**src/rtl/decode_dispatch_sequencer.sv**
```systemverilog
// Buffers fetched instructions and issues them in order, one per cycle, to a single format decoder.
// Latency: push into an empty FIFO at edge k issues at edge k+1; sustained throughput 1/cycle.
// Backpressure: ready_o drops at full (no bypass); stall_i or a busy decoder holds issue while pushes continue.
module decode_dispatch_sequencer #(
    parameter int addressWidth            = 64,
    parameter int instructionWidth        = 32,
    parameter int PidSize                 = 20,
    parameter int TidSize                 = 16,
    parameter int instructionCounterWidth = 64,
    parameter int formatCount             = 26,
    parameter int fifoDepth               = 4,
    parameter int issueCountWidth         = 32
) (
    input  logic                                 clock_i,
    input  logic                                 reset_i,
    input  logic                                 enable_i,
    output logic                                 ready_o,
    input  logic [0:formatCount-1]               instFormat_i,
    input  logic [0:instructionWidth-1]          instruction_i,
    input  logic [0:addressWidth-1]              instructionAddress_i,
    input  logic [0:PidSize-1]                   instructionPid_i,
    input  logic [0:TidSize-1]                   instructionTid_i,
    input  logic [0:instructionCounterWidth-1]   instructionMajId_i,
    input  logic                                 stall_i,
    input  logic [0:formatCount-1]               decoderBusy_i,
    output logic [0:formatCount-1]               decoderEnable_o,
    output logic [0:instructionWidth-1]          instruction_o,
    output logic [0:addressWidth-1]              instructionAddress_o,
    output logic [0:PidSize-1]                   instructionPid_o,
    output logic [0:TidSize-1]                   instructionTid_o,
    output logic [0:instructionCounterWidth-1]   instructionMajId_o,
    output logic                                 formatError_o,
    output logic [0:issueCountWidth-1]           issueCount_o
);

    localparam int PtrWidth = $clog2(fifoDepth);
    localparam int CntWidth = $clog2(fifoDepth + 1);

    typedef struct packed {
        logic [0:formatCount-1]             fmt;
        logic [0:instructionWidth-1]        inst;
        logic [0:addressWidth-1]            addr;
        logic [0:PidSize-1]                 pid;
        logic [0:TidSize-1]                 tid;
        logic [0:instructionCounterWidth-1] maj_id;
    } entry_t;

    typedef enum logic [1:0] {
        IDLE      = 2'd0,
        ISSUE     = 2'd1,
        WAIT_BUSY = 2'd2
    } state_t;

    entry_t                 mem [fifoDepth];
    entry_t                 wr_entry;
    entry_t                 head;
    logic [PtrWidth-1:0]    wr_ptr;
    logic [PtrWidth-1:0]    rd_ptr;
    logic [CntWidth-1:0]    count;
    logic [CntWidth-1:0]    count_nxt;
    state_t                 state;
    state_t                 state_nxt;
    logic [0:formatCount-1] last_fmt;
    logic                   push;
    logic                   pop;
    logic                   issue_ok;
    logic                   head_onehot;
    logic                   busy_hit;
    logic                   last_busy;

    assign wr_entry.fmt    = instFormat_i;
    assign wr_entry.inst   = instruction_i;
    assign wr_entry.addr   = instructionAddress_i;
    assign wr_entry.pid    = instructionPid_i;
    assign wr_entry.tid    = instructionTid_i;
    assign wr_entry.maj_id = instructionMajId_i;

    assign head        = mem[rd_ptr];
    assign head_onehot = (head.fmt != '0) &&
                         ((head.fmt & (head.fmt - formatCount'(1))) == '0);

    assign ready_o = (count != CntWidth'(fifoDepth));
    assign push    = enable_i && ready_o;

    // Busy is only looked at in the cycle right after a real issue; error issues never enable a decoder.
    assign busy_hit  = |(decoderEnable_o & decoderBusy_i);
    assign last_busy = |(last_fmt & decoderBusy_i);

    // The cycle that sees the busy decoder release is the one that issues the next entry.
    assign issue_ok = ((state == ISSUE) && !busy_hit) ||
                      ((state == WAIT_BUSY) && !last_busy);
    assign pop      = issue_ok && (count != '0) && !stall_i;

    always_comb begin
        count_nxt = count;
        if (push && !pop) begin
            count_nxt = count + CntWidth'(1);
        end else if (!push && pop) begin
            count_nxt = count - CntWidth'(1);
        end
    end

    always_comb begin
        state_nxt = state;
        case (state)
            IDLE: begin
                if (count_nxt != '0) begin
                    state_nxt = ISSUE;
                end
            end
            ISSUE: begin
                if (busy_hit) begin
                    state_nxt = WAIT_BUSY;
                end else if (!pop && (count_nxt == '0)) begin
                    state_nxt = IDLE;
                end
            end
            WAIT_BUSY: begin
                if (!last_busy) begin
                    state_nxt = (pop || (count_nxt != '0)) ? ISSUE : IDLE;
                end
            end
            default: state_nxt = IDLE;
        endcase
    end

    always_ff @(posedge clock_i) begin
        if (push) begin
            mem[wr_ptr] <= wr_entry;
        end
    end

    always_ff @(posedge clock_i or negedge reset_i) begin
        if (!reset_i) begin
            state  <= IDLE;
            wr_ptr <= '0;
            rd_ptr <= '0;
            count  <= '0;
        end else begin
            state <= state_nxt;
            count <= count_nxt;
            if (push) begin
                wr_ptr <= wr_ptr + PtrWidth'(1);
            end
            if (pop) begin
                rd_ptr <= rd_ptr + PtrWidth'(1);
            end
        end
    end

    always_ff @(posedge clock_i or negedge reset_i) begin
        if (!reset_i) begin
            decoderEnable_o      <= '0;
            formatError_o        <= 1'b0;
            issueCount_o         <= '0;
            last_fmt             <= '0;
            instruction_o        <= '0;
            instructionAddress_o <= '0;
            instructionPid_o     <= '0;
            instructionTid_o     <= '0;
            instructionMajId_o   <= '0;
        end else begin
            decoderEnable_o <= '0;
            formatError_o   <= 1'b0;
            if (pop) begin
                instruction_o        <= head.inst;
                instructionAddress_o <= head.addr;
                instructionPid_o     <= head.pid;
                instructionTid_o     <= head.tid;
                instructionMajId_o   <= head.maj_id;
                if (head_onehot) begin
                    decoderEnable_o <= head.fmt;
                    last_fmt        <= head.fmt;
                    issueCount_o    <= issueCount_o + issueCountWidth'(1);
                end else begin
                    formatError_o <= 1'b1;
                end
            end
        end
    end

endmodule

```
**config.mk**
```make
export PLATFORM = sky130hd
export DESIGN_NAME = decode_dispatch_sequencer
export DESIGN_NICKNAME = d
export VERILOG_FILES = /design/src/rtl/decode_dispatch_sequencer.sv
export SDC_FILE = /design/constraint.sdc
export NUM_CORES = 1
export LEC_CHECK = 0
export ABC_CLOCK_PERIOD_IN_PS = 17500
export CAP_MARGIN = 15
export CORE_MARGIN = 1.5
export CORE_UTILIZATION = 49
export DETAILED_ROUTE_END_ITERATION = 6
export PLACE_DENSITY = 0.81
export RECOVER_POWER = 50
export SYNTH_ARGS = -nofsm -noshare
export SYNTH_HDL_FRONTEND = slang
export SYNTH_SLANG_ARGS = --single-unit
export TNS_END_PERCENT = 30
```
**constraint.sdc**
```tcl
create_clock -name clock_i -period 17.5 [get_ports clock_i]
set_input_delay 2.625 -clock clock_i [delete_from_list [all_inputs] [get_ports clock_i]]
set_output_delay 2.625 -clock clock_i [all_outputs]
set_load 0.05 [all_outputs]
```
==> metrics.md, run 1 <==
| Metric | Value |
|---|---|
| CTS Hold Bufs | `0` |
| Placer congestion estimate | `0.852` |
| Maximum buffer depth of the clock tree | `3` |
| Mapped cell area | `0.0437 mm^2` |
| Row count | `109` |
| WL met3 | `7230 um` |
| GR Util All Layers | `21.3%` |
| FF+latch area | `0.0339 mm^2` |
| Top Metal Used | `met5` |
| Syn_nets | `2,244` |
| Slowest-stage cell, CP | `clkbuf_1` |
| Final Power | `9770 uW` |
| #FFs+latches synth | `1,178` |
| H-tree levels | `3` |
| Final TNS setup | `0 ns` |
| Final setup vio count | `0` |
| Async SR Flop Fraction | `24.6%` |
| RSZ-0062 raised after global routing | `no` |
| Starting density of the core | `49.5%` |
| Cell Chain, Critical Path | `clkbuf_1` |
| Num ports | `508` |
| Die width | `~300 um` |
| Yosys cell types | `59` |
| Max incr delay on CP | `4.27 ns` |
| WL met2 | `49,900 um` |
| Final ANT Viol Nets | `0` |
| HP Start | `issueCount_o[0]` |
| Fin crit share | `49.5%` |
| Crit path kind | `input pin to asynchronous set/reset pin` |
| Pin count of the biggest net entering global routing | `120` |
| DRT Pass-1 Iters | `7` |
| Slew @ Worst Pin | `6.25 ns` |
| CP bufs+invs | `1` |
| CP Launch Point | `reset_i` |
| Initial DRC count | `1,812` |
| Layout Area Growth over Synthesis | `23.2%` |
| Worst Setup End Kind | `asynchronous set/reset pin` |
| Vias | `about 22,000` |
| Pins Over Slew Limit | `390` |
| Area of the multi-input gates | `0.00935 mm^2` |
| Vias in the first global route | `23,119` |
| Insertion delay to the later sink of the worst-skew pair | `0.69 ns` |
| First-pass GRT wire length | `145,000 um` |
| Share of layout cells above drive strength 1 | `24.0%` |
| TritonCTS clock tree | `built` |
| Post-cts resize count | `0` |
| Min cycle time layout | `8.67 ns` |
| Post-synthesis cell count | `1,984` |
| Routed WL per cell | `25.2 um` |
| Grt ovf | `0` |
| Hold Path Class | `register to register` |
| Final hold violations | `0` |
| Main synth FF type | `edfxtp_1` |
| Placed insts | `between 3,000 and 4,000` |
| Worst vdd ir | `0.184 mV` |
| Crit path DAT | `approximately 7 ns` |
| Clock transition at the registers of the reported paths | `0.06 ns` |
| Commonest non-fill, non-tap cell in the layout | `edfxtp_1` |
| Vias per cell | `5.67` |
| CTS sink cnt | `1,178` |
| Register area share after synthesis | `between 70 and 80%` |
| Relative slew slack | `-317%` |
| Pleak | `0.0190 uW` |
| # DRC | `0` |
| Critical path's top delay family | `buffers and inverters` |
| Final nets | `2,804` |
| Die height | `a little over 300 um` |
| Final wirelength | `approximately 97,000 um` |
| Crit path launch type | `input pin` |
| Buffers inserted by post-CTS timing repair | `0` |
| Pwr dens | `181 mW/mm^2` |
| Launching point of the worst reg2reg path | `count[1]` |
| Synthesized area per cell | `22.0 um^2` |
| Skew final | `~0.023 ns` |
| Number of fill cells | `about 5,900` |
| Synth Warn # | `0` |
| Most frequent cells in the layout | `edfxtp_1 (888), dfrtp_1 (288), clkdlybuf4s50_1 (262)` |
| MaxCap Viol Count | `7` |
| Final core occ | `60.9%` |
| Failing checks | `max-capacitance violations, max-slew violations` |
| Status | `finished with violations` |
| DP HPWL | `58,300 um` |
| Initial antenna violation count | `34` |
| Critical Path RT | `15.85 ns` |
| Fmax | `115 MHz` |
| Root buf cell | `clkbuf_16` |
| IO buf count | `a little over 500` |
| M1 WL | `36,700 um` |
| Non-filler instance count after layout | `3,826` |
| TritonCTS Buffers | `roughly 110` |
| Die area | `0.0910 mm^2` |
| Critical-path maximum fanout | `119` |
| Post-synth EDFFs | `888` |
| Core box area | `0.0884 mm^2` |
[registers in the layout, indices dropped and copies added, names as in the netlist, 20 cells and up]
signal,cells
decoderEnable_o,26
instructionAddress_o,64
instructionMajId_o,64
instructionPid_o,20
instruction_o,32
issueCount_o,32
last_fmt,26
mem,888
[layout make-up]
type	count	share of cell area, %
Tap cell	1165	2.71
Multi-Input combinational cell	708	17.4
Clock buffer	160	5.87
Inverter	7	0.0488
Clock inverter	55	1.14
Sequential cell	1178	63.0
Timing Repair Buffer	535	9.79
Antenna cell	18	0.0836
[synth_stat cells, types with 13 or more instances]
library cell    n  share of area [%]
edfxtp_1      888                 61
dfrtp_1       290                 17
mux4_2        216                 11
mux2_2        198                5.1
clkbuf_1       51               0.44
and3_1         47               0.67
buf_1          30               0.26
a21o_1         26               0.45
xnor2_1        23               0.46
nand3_1        17               0.19
a22oi_1        15               0.26
nand4_1        15               0.21
nand2_1        14               0.12
xor2_1         14               0.28
nor3_2         13               0.30
[worst paths after layout]
| kind | to | slack, ns | cells after the start |
|---|---|---|---|
| worst max-delay path | rd_ptr[1] | 8.83 | 1 |
| worst min-delay path | issueCount_o[0] | 0.48 | 1 |
| worst max register to register | mem[1][1] | 10.84 | 6 |
| worst min register to register | issueCount_o[0] | 0.48 | 1 |
| max in group clock_i | mem[1][1] | 9.16 | 4 |
| min in group asynchronous | instructionAddress_o[47] | 4.25 | 1 |
[logic make-up (layout without fill, tap and decap cells)]
kind of cell / after synthesis / after routing / synth area share, %
AO/OA/AOI/OAI: 85 / 85 / 1.49
XOR/XNOR: 37 / 37 / 0.741
adder cells (fa/ha/maj): 11 / 11 / 0.298
buffers and inverters: 98 / 757 / 1.00
flip-flops: 1178 / 1178 / 77.6
multiplexers: 421 / 421 / 16.6
other: 0 / 18 / 0
AND/OR/NAND/NOR: 154 / 154 / 2.25
[metrics by stage]
stage	area [um^2]	setup WS [ns]	hold slack (ns)
CTS	53900	11.91	0.483
detailed placement	50100	11.19	0.474
global placement	50100	11.23	0.464
finish	53900	8.83	0.477
global route	53800	7.47	0.505
floorplan	43700	9.15	0.450
[power by group]
part           leakage [uW]  internal, uW  switching (uW)  total (uW)
Clock               0.00184          1420            1020        2450
Combinational       0.00550          1330            1980        3300
Sequential           0.0117          3730             281        4020
[metal layers]
layer,GRT usage [%],up-vias
met3,5.21,192
met2,35.9,885
li1,-,9252
met1,27.0,11335
met4,7.30,24
met5,0,-
No activity file was read; power rests on OpenSTA's default activity.
==> run 2: changes to the inputs <==
Settings changed: ABC_CLOCK_PERIOD_IN_PS 17500 to 8250.
Clock period 17.5 ns to 8.25 ns, I/O delays scaled along.
==> metrics.md, run 2 (synthesis gave the netlist of run 1 again) <==
| Metric | Value |
|---|---|
| Final TNS setup | `0 ns (unchanged)` |
| Fmax | `196 MHz` |
| Worst R2R Path Depth | `9 (was 6)` |
| Layout Area Growth over Synthesis | `23.1% (was 23.2%)` |
| Biggest regs | `mem: 888 flops, instructionAddress_o: 64 flops, instructionMajId_o: 64 flops (unchanged)` |
| Biggest register | `mem (unchanged)` |
| Hold Path Class | `register to register (unchanged)` |
| Status | `finished with violations (unchanged)` |
| Clock transition at the registers of the reported paths | `0.06 ns (about the same)` |
| Root buf cell | `clkbuf_16 (unchanged)` |
| Clock power frac | `24.7% (was 25.1%)` |
| Placed Area | `0.0501 mm^2 (about the same)` |
| Psw | `6940 uW (was 3280 uW)` |
| CP bufs+invs | `2 (was 1)` |
| Skew final | `0.0171 ns (was 0.0234 ns)` |
| Post-cts resize count | `0 (unchanged)` |
| Die height | `302 um (unchanged)` |
| DRT Pass-1 Iters | `7 (unchanged)` |
| Crit path kind | `input pin to asynchronous set/reset pin (unchanged)` |
| Min cycle time layout | `5.09 ns` |
| Max reg flops | `888 (unchanged)` |
| Hold path depth | `1 (unchanged)` |
| Number of fill cells | `5,956 (was 5,938)` |
| Pleak | `0.0190 uW (about the same)` |
| Levels on crit path | `2 (was 1)` |
| Starting density of the core | `49.5% (unchanged)` |
| Vias per cell | `5.67 (about the same)` |
| Final nets | `2,795 (was 2,804)` |
| Crit path launch type | `input pin (unchanged)` |
| Critical path's top delay family | `buffers and inverters (unchanged)` |
| CTS Hold Bufs | `0 (unchanged)` |
| Cell Chain, Critical Path | `buf_8, clkbuf_1 (was clkbuf_1)` |
| Pwr dens | `384 mW/mm^2 (was 181 mW/mm^2)` |
| TritonCTS Buffers | `112 (was 114)` |
| H-tree levels | `3 (unchanged)` |
| Placer congestion estimate | `0.861 (was 0.852)` |
| Final setup vio count | `0 (unchanged)` |
| Worst vdd ir | `0.386 mV (was 0.184 mV)` |
| MaxCap Viol Count | `6 (was 7)` |
| Row count | `109 (unchanged)` |
| Final wirelength | `96,500 um (was 96,600 um)` |
| Routed WL per cell | `25.3 um (was 25.2 um)` |
| Pin count of the biggest net entering global routing | `127 (was 120)` |
| RSZ-0062 raised after global routing | `no (unchanged)` |
| Final ANT Viol Nets | `0 (unchanged)` |
| Slowest-stage cell, CP | `clkbuf_1 (unchanged)` |
| CTS sink cnt | `1,178 (unchanged)` |
| Design Area, Final | `0.0538 mm^2 (was 0.0539 mm^2)` |
| # DRC | `2 (was 0)` |
| Critical Path RT | `8.06 ns (was 15.85 ns)` |
| Failing checks | `design-rule violations, max-capacitance violations, max-slew violations (was max-capacitance violations, max-slew violations)` |
| Grt ovf | `0 (unchanged)` |
| Pins Over Slew Limit | `372 (was 390)` |
| Commonest non-fill, non-tap cell in the layout | `edfxtp_1 (unchanged)` |
| Most frequent cells in the layout | `edfxtp_1 (888), dfrtp_1 (288), clkdlybuf4s50_1 (282) (was edfxtp_1 (888), dfrtp_1 (288), clkdlybuf4s50_1 (262))` |
| Insertion delay to the later sink of the worst-skew pair | `0.68 ns (was 0.69 ns)` |
| Maximum buffer depth of the clock tree | `3 (unchanged)` |
| DP HPWL | `57,400 um (was 58,300 um)` |
| Num ports | `508 (unchanged)` |
| First-pass GRT wire length | `145,000 um (about the same)` |
| Slew @ Worst Pin | `4.15 ns (was 6.25 ns)` |
| Sw frac | `33.6% (about the same)` |
| Max incr delay on CP | `2.98 ns (was 4.27 ns)` |
| Vias in the first global route | `23,269 (was 23,119)` |
| Share of layout cells above drive strength 1 | `24.4% (was 24.0%)` |
| Buffers inserted by post-CTS timing repair | `0 (unchanged)` |
| Vias | `21,637 (was 21,688)` |
| Final core occ | `60.9% (about the same)` |
| IO buf count | `507 (unchanged)` |
| Initial DRC count | `1,719 (was 1,812)` |
| Relative slew slack | `-177% (was -317%)` |
| Internal power | `13,700 uW (was 6490 uW)` |
| Combinational Power Share | `34.0% (was 33.8%)` |
| Final hold violations | `0 (unchanged)` |
| Initial antenna violation count | `35 (was 34)` |
| Critical-path maximum fanout | `92 (was 119)` |
| Worst Setup End Kind | `asynchronous set/reset pin (unchanged)` |
| Core box area | `0.0884 mm^2 (unchanged)` |
| Crit path DAT | `4.90 ns (was 7.01 ns)` |
| Die width | `302 um (unchanged)` |
| GR Util All Layers | `21.3% (about the same)` |
| TritonCTS clock tree | `built (unchanged)` |
| Die area | `0.0910 mm^2 (unchanged)` |
| Proportion of power drawn by flip-flops and latches | `41.3% (was 41.1%)` |
| Fin crit share | `between 60% and 70%` |
==> run 2: routing by layer <==
layer | vias to the layer above | part of all wire [%] | GRT usage, %
met5 | - | 0.20 | 0
met4 | 30 | 3.0 | 7.29
met3 | 226 | 7.9 | 5.58
met2 | 875 | 51 | 35.8
met1 | 11256 | 38 | 26.9
li1 | 9250 | - | -
==> run 2: area by class of cell <==
cell class	instances	area, um^2	area share (%)
antenna	16	40.0	0.0744
clock buffer	144	3130	5.81
clock inverter	67	577	1.07
inverter	7	26.3	0.0488
multi-input combinational	708	9360	17.4
sequential	1178	33900	63.0
tap	1165	1460	2.71
timing repair buffer	528	5290	9.84
==> run 2: final timing paths <==
path	start	to	slack, ns
worst max-delay path	reset_i	issueCount_o[13]	3.16
worst min-delay path	last_fmt[16]	last_fmt[16]	0.49
worst max register to register	rd_ptr[1]	issueCount_o[30]	3.20
worst min register to register	last_fmt[16]	last_fmt[16]	0.49
max in group clock_i	rd_ptr[1]	issueCount_o[30]	3.20
min in group asynchronous	reset_i	instructionAddress_o[29]	0.56
==> run 2: stage by stage <==
| stage | hold slack (ns) | worst slack [ns] | instances | total power, uW |
|---|---|---|---|---|
| global route | 0.503 | 2.26 | 3805 | 21500 |
| detailed placement | 0.477 | 3.14 | 3586 | 15700 |
| global placement | 0.467 | 3.21 | 3586 | 15500 |
| CTS | 0.490 | 3.20 | 3797 | 20900 |
| floorplan | 0.450 | 1.29 | 1984 | 13500 |
| finish | 0.490 | 3.16 | 3813 | 20600 |
==> run 2: power groups by stage <==
stage               clock, uW  sequential (uW)  combinational [uW]
floorplan                   0            10300                3170
global placement            0             8520                6960
detailed placement          0             8630                7090
CTS                      5210             8540                7140
global route             5420             8670                7370
finish                   5100             8530                7020
